File: src/rtl/fetch_queue.sv
// fetch_queue: PC generation, instruction-memory addressing and a DEPTH-entry
// prefetch FIFO feeding a registered IF/ID stage with valid bit and NOP bubbles.
// Fetch keeps filling the FIFO while decode stalls. A redirect flushes all
// queued entries and reloads the PC with the word-aligned target.
module fetch_queue #(
  parameter int                      PC_WIDTH    = 10,
  parameter int                      INSTR_WIDTH = 32,
  parameter int                      DEPTH       = 4,
  parameter logic [PC_WIDTH-1:0]     RESET_PC    = '0,
  parameter logic [INSTR_WIDTH-1:0]  NOP         = INSTR_WIDTH'(32'h0000_0013)
) (
  input  logic                   clk,
  input  logic                   reset_n,
  input  logic                   fetch_en,
  input  logic                   redirect,
  input  logic [PC_WIDTH-1:0]    redirect_pc,
  output logic [PC_WIDTH-1:0]    imem_addr,
  input  logic [INSTR_WIDTH-1:0] imem_rdata,
  input  logic                   id_ready,
  output logic [INSTR_WIDTH-1:0] instruction_D,
  output logic [PC_WIDTH-1:0]    current_pc_D,
  output logic                   valid_D,
  output logic [$clog2(DEPTH):0] fifo_count,
  output logic                   fifo_full,
  output logic                   fifo_empty
);

  localparam int AW = $clog2(DEPTH);
  localparam int CW = AW + 1;

  // Architectural state
  logic [PC_WIDTH-1:0]    r_pc;
  logic [AW-1:0]          r_wr_ptr;
  logic [AW-1:0]          r_rd_ptr;
  logic [CW-1:0]          r_count;
  logic [PC_WIDTH-1:0]    r_mem_pc    [DEPTH];
  logic [INSTR_WIDTH-1:0] r_mem_instr [DEPTH];
  logic [INSTR_WIDTH-1:0] r_instr_d;
  logic [PC_WIDTH-1:0]    r_pc_d;
  logic                   r_valid_d;

  // Control
  logic                   w_full;
  logic                   w_empty;
  logic                   w_pop;
  logic                   w_push;
  logic [PC_WIDTH-1:0]    w_redirect_target;
  logic [PC_WIDTH-1:0]    w_pc_next;

  assign w_full  = (r_count == CW'(DEPTH));
  assign w_empty = (r_count == '0);

  // A redirect cancels both sides of the FIFO for that cycle. A push into
  // a full FIFO is allowed only when the same edge frees the head slot.
  assign w_pop  = id_ready & ~w_empty & ~redirect;
  assign w_push = fetch_en & ~redirect & (~w_full | w_pop);

  // Targets are forced onto a word boundary by clearing the two low bits.
  assign w_redirect_target = redirect_pc & ~PC_WIDTH'(3);

  // Next-PC selection: redirect beats sequential advance; otherwise hold.
  always_comb begin
    // NOTE: give every always_comb output a default first so that no path
    // leaves it unassigned and synthesis never infers a latch.
    w_pc_next = r_pc;
    if (redirect) begin
      w_pc_next = w_redirect_target;
    end else if (w_push) begin
      w_pc_next = r_pc + PC_WIDTH'(4);
    end
  end

  // PC register. It wraps modulo 2^PC_WIDTH without any flag.
  always_ff @(posedge clk or negedge reset_n) begin
    // NOTE: sequential state uses non-blocking (<=) so every flop samples
    // pre-edge values; blocking here would create order-dependent races.
    if (!reset_n) begin
      r_pc <= RESET_PC;
    end else begin
      r_pc <= w_pc_next;
    end
  end

  // FIFO pointers and occupancy. A redirect flushes the FIFO by clearing them.
  always_ff @(posedge clk or negedge reset_n) begin
    if (!reset_n) begin
      r_wr_ptr <= '0;
      r_rd_ptr <= '0;
      r_count  <= '0;
    end else if (redirect) begin
      r_wr_ptr <= '0;
      r_rd_ptr <= '0;
      r_count  <= '0;
    end else begin
      if (w_push) r_wr_ptr <= r_wr_ptr + AW'(1);
      if (w_pop)  r_rd_ptr <= r_rd_ptr + AW'(1);
      if (w_push && !w_pop) begin
        r_count <= r_count + CW'(1);
      end else if (!w_push && w_pop) begin
        r_count <= r_count - CW'(1);
      end
    end
  end

  // FIFO storage: each entry holds {pc, instruction} captured at push time.
  // NOTE: storage arrays get no reset. Clearing the pointers and count makes
  // stale contents unreachable, and an unreset array maps onto plain RAM/flops.
  always_ff @(posedge clk) begin
    if (w_push) begin
      r_mem_pc[r_wr_ptr]    <= r_pc;
      r_mem_instr[r_wr_ptr] <= imem_rdata;
    end
  end

  // IF/ID output register. Redirect bubbles it. A ready decode takes the head
  // entry or a NOP bubble. A stalled decode holds all three fields.
  always_ff @(posedge clk or negedge reset_n) begin
    if (!reset_n) begin
      r_instr_d <= NOP;
      r_pc_d    <= '0;
      r_valid_d <= 1'b0;
    end else if (redirect) begin
      r_instr_d <= NOP;
      r_valid_d <= 1'b0;
    end else if (id_ready) begin
      if (w_pop) begin
        r_instr_d <= r_mem_instr[r_rd_ptr];
        r_pc_d    <= r_mem_pc[r_rd_ptr];
        r_valid_d <= 1'b1;
      end else begin
        r_instr_d <= NOP;
        r_valid_d <= 1'b0;
      end
    end
  end

  assign imem_addr     = r_pc;
  assign instruction_D = r_instr_d;
  assign current_pc_D  = r_pc_d;
  assign valid_D       = r_valid_d;
  assign fifo_count    = r_count;
  assign fifo_full     = w_full;
  assign fifo_empty    = w_empty;

endmodule

File: config.mk
export PLATFORM = sky130hd
export DESIGN_NAME = fetch_queue
export DESIGN_NICKNAME = d
export VERILOG_FILES = /design/src/rtl/fetch_queue.sv
export SDC_FILE = /design/constraint.sdc
export NUM_CORES = 1
export LEC_CHECK = 0
export ABC_AREA = 1
export CAP_MARGIN = 30
export CORE_MARGIN = 4
export CORE_UTILIZATION = 50
export CTS_CLUSTER_DIAMETER = 40
export DETAILED_ROUTE_END_ITERATION = 8
export PLACE_DENSITY = 0.76
export SLEW_MARGIN = 5
export SYNTH_ARGS = -nofsm -noshare
export SYNTH_HDL_FRONTEND = slang
export SYNTH_SLANG_ARGS = --single-unit
File: constraint.sdc
create_clock -name clk -period 3.2 [get_ports clk]
set_clock_uncertainty 0.2 [all_clocks]
set_input_delay 0.32 -clock clk [delete_from_list [all_inputs] [get_ports clk]]
set_output_delay 0.32 -clock clk [all_outputs]
set_load 0.02 [all_outputs]
== Word level (Yosys, flattened, before mapping) ==
Memory sizes are Yosys's and may differ from the RTL's. A register that Yosys moved wholly into a read port is not among the register bits.
Cells that the tools add are included.
Operators by class
  add/sub/neg operators: 5
  bitwise gates (word level): 8
  reductions and logical operators: 11
  equality and inequality tests: 1
  muxes and demuxes: 17
Operator list (count)
  2-to-1 mux 32 bit: 3
  2-to-1 mux 10 bit: 2
  adder 10 x 3 -> 10 bit, second input constant: 1
  2-to-1 mux 3 bit: 3
  2-to-1 mux 2 bit: 4
  nonzero test 2 bit: 3
  2-to-1 mux 1 bit: 5
  adder 2 x 1 -> 2 bit, second input constant: 2
  AND 1 bit: 4
  adder 3 x 1 -> 3 bit, second input constant: 1
  == test 3 bit, second input constant: 1
  logical NOT 1 bit: 3
  logical NOT 3 bit: 1
  inverter 1 bit: 3
  AND reduction 3 bit: 1
  nonzero test 3 bit: 1
  subtractor 3 x 1 -> 3 bit, second input constant: 1
  logical AND 1 bit: 2
  OR 1 bit: 1
Storage, ports and cells
  RAM bits: 168
  input bits: 47
  register bits after elaboration: 50
  memories: 2
Memory list
  r_mem_instr: words 4, width 32, rd ports 1, clocked after memory_dff 0, write ports 1, line 37  | logic [INSTR_WIDTH-1:0] r_mem_instr [DEPTH];
  r_mem_pc: words 4, width 10, rd ports 1, clocked after memory_dff 1, write ports 1, line 36  | logic [PC_WIDTH-1:0] r_mem_pc [DEPTH];

== Longest topological paths before layout ==
Gate-level depths: netlist of the first run.
  depth after elaboration: 11
  mapped depth: 14
  mapped depth without buffers: 14

== Worst setup path after synthesis of the first run ==
Ideal clock, no wire load.
  kind: reg-to-reg
  start point: register r_count[0] (netlist: fifo_count[0])
  end point: memory r_mem_instr[0][0], enable pin
  path slack: -0.043 ns
  required time: 2.562 ns
  period minus slack after synthesis: 3.243 ns
  setup time: 0.438 ns
  data arrival time: 2.605 ns
  stages on the path, launching flop included: 6
  cells stage by stage: dfrtp_1 > nor2_2 > nand3_2 > nand2_2 > buf_6 > nor2_1
On the way
  longest elaborated chain between the ends: 8
  elaborated cells between the ends (all ways): 10
Ends and longest elaborated chain
  start, declared: line 35  | logic [CW-1:0] r_count;
  start signal, assigned: line 98  | r_count <= r_count + CW'(1);
  start signal, assigned: line 100  | r_count <= r_count - CW'(1);
  logical NOT 3 bit: line 51  | assign w_empty = (r_count == '0);
  inverter 1 bit: line 55  | assign w_pop = id_ready & ~w_empty & ~redirect;
  AND 1 bit (2 in a row): line 55
  OR 1 bit (*): line 56  | assign w_push = fetch_en & ~redirect & (~w_full | w_pop);
  AND 1 bit (*): line 56
  2-to-1 mux 1 bit (*): line 109  | if (w_push) begin
  2-to-1 mux 1 bit (not written as such) (*): line 111  | r_mem_instr[r_wr_ptr] <= imem_rdata;
  end, declared: line 37
Mark *: on every way between the ends. The rest lies on a longest branch, timed or not.

== Worst setup path after layout of the first run ==
  start point: register r_count[0] (netlist: fifo_count[0])
  end point: output fifo_empty
On the way
  longest elaborated chain between the ends: 1
Ends and longest elaborated chain
  logical NOT 3 bit: line 51
  end, declared: line 25  | output logic fifo_empty
No other way between the ends.

==> metrics.txt, run 1 <==
asr flop ratio synth=25.9%; worst vdd ir=roughly 0.46 mV; CP max stage delay=about 0.60 ns; placer congestion estimate=about 0.8; pre-CTS worst setup slack=around 0.7 ns; CP Data Required Time=~2.7 ns; HP Class=input pin to async pin; Warnings, synthesis=0; CTS buffer count=26; die area=approximately 0.019 mm²; Vias per Instance=approximately 5.4; final setup violation count=0; crit start category=flip-flop; root buf cell=clkbuf_16; cell area after synthesis=0.00846 mm²; PD cells=around 750 mW/mm²; crit share post-route=about three quarters; CTS max path bufs=3; met2 routed WL=roughly 9000 µm; die extent in y=about 140 µm; First-pass DRT Iterations=5; Post-synth EDFFs=160; antenna violations before repair=2; final WL=between 15000 and 20000 µm; worst-path maximum fanout=5; WL/cell=17.5 µm; largest net degree at the start of global routing=82; DP Area=a little under 0.01 mm²; Max Used Layer=met5; met3 WL=1290 µm; Cell Count, Final, Fillers Out=just over 1000; Die X=about 140 µm; Synth Instances=a little under 700; dpl hpwl=10700 µm; top-level I/O count=105; total gr overflow=0; Fmax=a little over 400 MHz; Vias=5629; first-pass GRT wire length=approximately 29000 µm; Final #Nets=~850; Seq/Total Area, Yosys=73.4%; cell taking the most area after synthesis=edfxtp_1; DRT iter0 DRCs=485; Starting Density=between 50 and 60%; ANT nets after route=0; synth cell count leaders=160 x edfxtp_1, 145 x nand2_1, 93 x nor2_1; Setup CP Type=flip-flop to output port; Worst Tran Pin Value=roughly 0.76 ns; Final Hold Viols=0; M1 WL=about 7600 µm; Port-buffer cells=98; total setup buffers inserted after CTS=0; post-cts resize count=0; min Tclk post-route=roughly 2.5 ns; antenna cell count=0; share of cells above drive strength 1=8.95%; unrepaired setup endpoints after global routing=no; Post-Syn Area per Cell=approximately 12 µm²; CTS tree=built; design area=0.0105 mm²; max_cap viols=0; Placement Rows=between 40 and 50; CP Capture Type=output port; vias in the first global route=approximately 5700; count leader, synth=edfxtp_1; FF-to-FF path depth=5; worst path cell trace=nor2_2 > nand2_2 > inv_1 > clkdlybuf4s50_1; outcome=finished clean; Most used DFF post-synth=edfxtp_1; Clock Sinks=roughly 220; H-tree depth=1; slowest cell on the critical path=clkdlybuf4s50_1; R2R Setup Slk=1.03 ns; leak pwr=between 4 and 5 nW; Yosys cell types=34; Worst-Skew Late Latency=around 0.50 ns; core area=around 0.017 mm²; Area Overhead vs Synth=24.2%; Fill cells=~1200; register clock-pin slew on the reported worst setup and hold paths=roughly 0.060 ns; hold_ws=around 0.12 ns; synth top area cells=edfxtp_1 57%, dfrtp_1 16%, nand2_1 6.4%, o21ai_0 5.0%, nor2_1 4.1%; worst setup margin=about 0.75 ns; # DRC=0; top cell type's share of synthesized area=a little under three fifths; placed insts=approximately 990; r2r startpoint=r_rd_ptr[0]; #FFs+latches synth=216; gr usage total=18.5%; worst r2r dst=current_pc_D[3]; Data arrival, critical path=1.93 ns; fin util=between 60% and 70%; Slew HR=49.1%; max-slew violation count=0
==> state kept, by name, indices dropped and copies added, names as in the netlist <==
name,count
fifo_count,3
instruction_D,32
valid_D,1
r_wr_ptr,2
current_pc_D,8
imem_addr,8
r_rd_ptr,2
r_mem_pc,32
r_mem_instr,128
==> cell type report <==
cell class	count	area, µm²	area share (%)
clock inverters	10	86.3	0.821
clock buffers	38	717	6.82
multi-input cells	414	1990	18.9
well taps	220	275	2.62
flip-flops and latches	216	6210	59.1
inverters	26	100	0.952
repair buffers	112	1130	10.8
==> worst max-delay path by stage <==
stage | depth (start not counted) | start | endpoint
after global routing | 4 | fifo_count[0] | fifo_empty
after global placement | 14 | id_ready | fifo_count[2]
after CTS | 4 | fifo_count[0] | fifo_empty
final | 4 | fifo_count[0] | fifo_empty
after floorplan | 5 | fifo_count[0] | r_mem_instr[0][0]
after detailed placement | 14 | id_ready | fifo_count[2]
==> layer usage <==
| layer | global-route usage [%] | up-vias |
|---|---|---|
| li1 | - | 2618 |
| met1 | 24.4 | 2766 |
| met2 | 31.8 | 213 |
| met3 | 4.28 | 28 |
| met4 | 3.90 | 4 |
| met5 | 0 | - |
==> placed cells by master (no fill, tap or decap), drive strengths merged <==
cell type and instances:
o21ai 85, dfrtp 53, xor2 2, buf 14
o211ai 5, nor2 96, dlygate4sd3 1, nand2 149
nor3 2, conb 4, bufinv 1, clkdlybuf4s50 97
ha 5, a31oi 1, xnor2 1, dfstp 3
nand4 4, fa 1, a21oi 7, o22a 3
nand3 12, edfxtp 160, clkinv 6, clkbuf 38
o22ai 37, inv 28, clkinvlp 1
==> repair_timing <==
action	in CTS	in global routing
endpoints found under the hold margin	20	0
setup endpoints to repair	0	0
hold buffers	1	0
==> report_power, final <==
part | switching, mW | total, mW | leakage (nW) | internal [mW]
sequential | 0.208 | 3.51 | 2.18 | 3.30
combinational | 1.01 | 1.66 | 1.43 | 0.646
clock | 1.04 | 2.68 | 0.392 | 1.64
total | 2.26 | 7.84 | 4.00 | 5.59
==> through the flow <==
stage	power, mW	TNS [ns]
after global placement	5.14	0
after floorplan	4.52	-6.88
final	7.84	0
after detailed placement	5.21	0
after global routing	8.23	0
after CTS	7.90	0
==> cell families (layout without fill, tap and decap cells) <==
| group | Yosys count | count (layout) | share of synthesized area, % |
|---|---|---|---|
| and+or+nand+nor | 263 | 263 | 12.5 |
| DFF | 216 | 216 | 73.4 |
| AOI/OAI and AO/OA | 138 | 138 | 9.05 |
| buffers and inverters | 65 | 186 | 3.73 |
| adders and majority gates | 6 | 6 | 0.976 |
| xor gates and xnor gates | 3 | 3 | 0.311 |
| other | 1 | 4 | 0.0443 |
==> critical path, delay by kind of cell, from the launching register on <==
kind / cells / cell delay (ns)
buffers and inverters: 2 / 0.67
flip-flops: 1 / 0.44
AND/OR/NAND/NOR: 2 / 0.31
Power figures use the tool's default switching activity.
==> run 2: changes to the inputs <==
CORE_UTILIZATION = 55   (was 50)
PLACE_DENSITY = 0.79   (was 0.76)
clock period = 2.4 ns   (was 3.2 ns; I/O delays follow)
==> metrics.txt, run 2 (synthesis gave the netlist of run 1 again) <==
Placement Rows=45 (-4.3%); CP max stage delay=0.63 ns (+0.03 ns); die extent in y=132 µm (-4.4%); crit share post-route=a little over nine tenths; Die X=132 µm (-4.4%); core area=0.0151 mm² (-8.7%); Slew HR=47.4% (-1.7 points); WL/cell=18.6 µm (+6.3%); gr usage total=21.7% (+3.2 points); r2r startpoint=fifo_count[0]; Port-buffer cells=98 (unchanged); Starting Density=55.9% (+4.8 points); DRT iter0 DRCs=596 (+23%); Critical Path Source=fifo_count[2]; Data arrival, critical path=1.86 ns (-0.07 ns); CP Capture Type=output port; largest net degree at the start of global routing=82 (unchanged); root buf cell=clkbuf_16; slowest cell on the critical path=clkdlybuf4s50_1; min Tclk post-route=~2.3 ns; placer congestion estimate=0.841 (+4.7%); # DRC=0 (unchanged); vias in the first global route=5994 (+4.6%); PD cells=1030 mW/mm² (+38%); Worst Tran Pin Value=0.789 ns (+0.0252 ns); hold_ws=0.0943 ns (-0.0295 ns); First-pass DRT Iterations=5 (unchanged); Final Hold Viols=0 (unchanged); pre-CTS worst setup slack=0.00805 ns (-0.681 ns); CTS tree=built; share of cells above drive strength 1=10.3% (+1.4 points); first-pass GRT wire length=30200 µm (+4.5%); leak pwr=4.10 nW (+2.4%); Multi-input gate area=0.00199 mm² (unchanged); crit start category=flip-flop; Fmax=434 MHz; H-tree depth=1 (unchanged); Vias per Instance=5.68 (+4.5%); dpl hpwl=11300 µm (+5.5%); Vias=5749 (+2.1%); CP Data Required Time=1.96 ns (-0.72 ns); Clock Sinks=216 (unchanged); Fill cells=1010 (-17%); CTS buffer count=27 (+3.8%); antenna violations before repair=0 (-2); die area=0.0174 mm² (-8.6%); worst setup margin=0.0955 ns (-0.652 ns); R2R Setup Slk=0.21 ns (-0.82 ns); max-slew violation count=0 (unchanged); max reg flops=128 (unchanged); Worst-Skew Late Latency=0.52 ns (+0.02 ns); internal power=7.82 mW (+40%); FF/Latch Area=0.00621 mm² (unchanged); antenna cell count=0 (unchanged); top-level I/O count=105 (unchanged); final setup violation count=0 (unchanged); CP Capture Point=fifo_full; sequential power share=42.2% (-2.5 points); largest register by flop count=r_mem_instr; FF-to-FF path depth=12 (+7); worst path cell trace=inv_2 > nor3_1 > clkdlybuf4s50_1; most common cell after layout, fill and taps aside=edfxtp_1; unrepaired setup endpoints after global routing=no; Final #Nets=857 (+0.94%); Area Overhead vs Synth=26.2%; total gr overflow=0 (unchanged); CTS max path bufs=3 (unchanged); total setup buffers inserted after CTS=0 (unchanged); Logic pwr share=20.8% (-0.3 points); Sw Pwr=3.17 mW (+40%); Worst Hold Depth=3; final WL=18900 µm (+3.9%); Fin Setup TNS=0 ns (unchanged); max_cap viols=0 (unchanged); worst vdd ir=0.586 mV (+28%); clock network power share=37.0% (+2.8 points); outcome=finished clean; switching part of the total=28.8% (about the same); register clock-pin slew on the reported worst setup and hold paths=0.06 ns (about the same); worst-path maximum fanout=5 (unchanged); Setup CP Type=flip-flop to output port; ANT nets after route=0 (unchanged); HP Class=input pin to flip-flop; commonest non-fill, non-tap cells in the layout=160 x edfxtp_1, 145 x nand2_1, 96 x clkdlybuf4s50_1; worst r2r dst=fifo_count[2]
==> run 2: changes by cell type in the layout (fill, tap and decap cells not counted) <==
| cell | change |
|---|---|
| clkinv_2 | -5 |
| buf_4 | +4 |
| buf_12 | +3 |
| clkbuf_1 | -3 |
| bufinv_16 | +2 |
| clkbuf_8 | +2 |
| clkinv_4 | +2 |
| clkinvlp_4 | +2 |
| inv_6 | +2 |
| clkbuf_16 | +1 |
| clkdlybuf4s50_1 | -1 |
| dlymetal6s2s_1 | +1 |
| inv_8 | -1 |
==> run 2: layout make-up <==
class / instances / share of cell area (%)
tap: 188 / 2.20
inverter: 26 / 0.937
sequential: 216 / 58.2
multi-input combinational: 414 / 18.6
timing repair buffer: 119 / 11.5
clock buffer: 38 / 7.10
clock inverter: 12 / 1.50
==> run 2: worst min-delay path by stage <==
| stage | startpoint | end | slack [ns] |
|---|---|---|---|
| 2_1_floorplan | reset_n | current_pc_D[2] | -0.26 |
| 3_3_place_gp | reset_n | imem_addr[8] | 0.15 |
| 3_5_place_dp | reset_n | imem_addr[3] | 0.16 |
| 4_1_cts | redirect_pc[9] | imem_addr[9] | 0.09 |
| 5_1_grt | redirect_pc[9] | imem_addr[9] | 0.11 |
| 6_report | redirect_pc[9] | imem_addr[9] | 0.09 |
==> run 2: metrics by stage <==
stage / total power [mW] / instance area (µm²) / instances / util, %
floorplan: 6.02 / 8480 / 695 / -
global placement: 6.87 / 9750 / 962 / 64.4
detailed placement: 6.98 / 9750 / 962 / 64.4
CTS: 11.0 / 10700 / 1013 / 70.5
global route: 11.5 / 10700 / 1013 / 70.5
finish: 11.0 / 10700 / 1013 / 70.5
==> run 2: repair_timing <==
action                                 CTS  global route
setup endpoints to repair                0             1
endpoints found under the hold margin   24             0
resized for setup                        0             1
hold buffers                             1             0
==> run 2: metal layers <==
layer  share of wire (%)  GRT usage [%]
met5                   0              0
met4                 1.8           6.53
met3                 8.0           3.66
met2                  50           37.4
met1                  40           28.4
==> run 2: power groups by stage <==
stage / sequential, mW / combinational [mW] / clock (mW)
5_1_grt: 4.67 / 2.50 / 4.29
2_1_floorplan: 4.90 / 1.12 / 0
6_report: 4.64 / 2.29 / 4.06
4_1_cts: 4.63 / 2.31 / 4.11
3_5_place_dp: 4.70 / 2.29 / 0
3_3_place_gp: 4.68 / 2.20 / 0
==> run 2: critical path: cells and delay by family, from the launching register on <==
| kind | cells | cell delay (ns) |
|---|---|---|
| buf+inv | 2 | 0.72 |
| flops | 1 | 0.47 |
| simple gates | 1 | 0.14 |
==> run 3: changes to the inputs <==
GPL_ROUTABILITY_DRIVEN = 0   (was not set)
==> results of run 3 <==
Same layout as run 2: the final DEF is identical, and so are final timing and power.
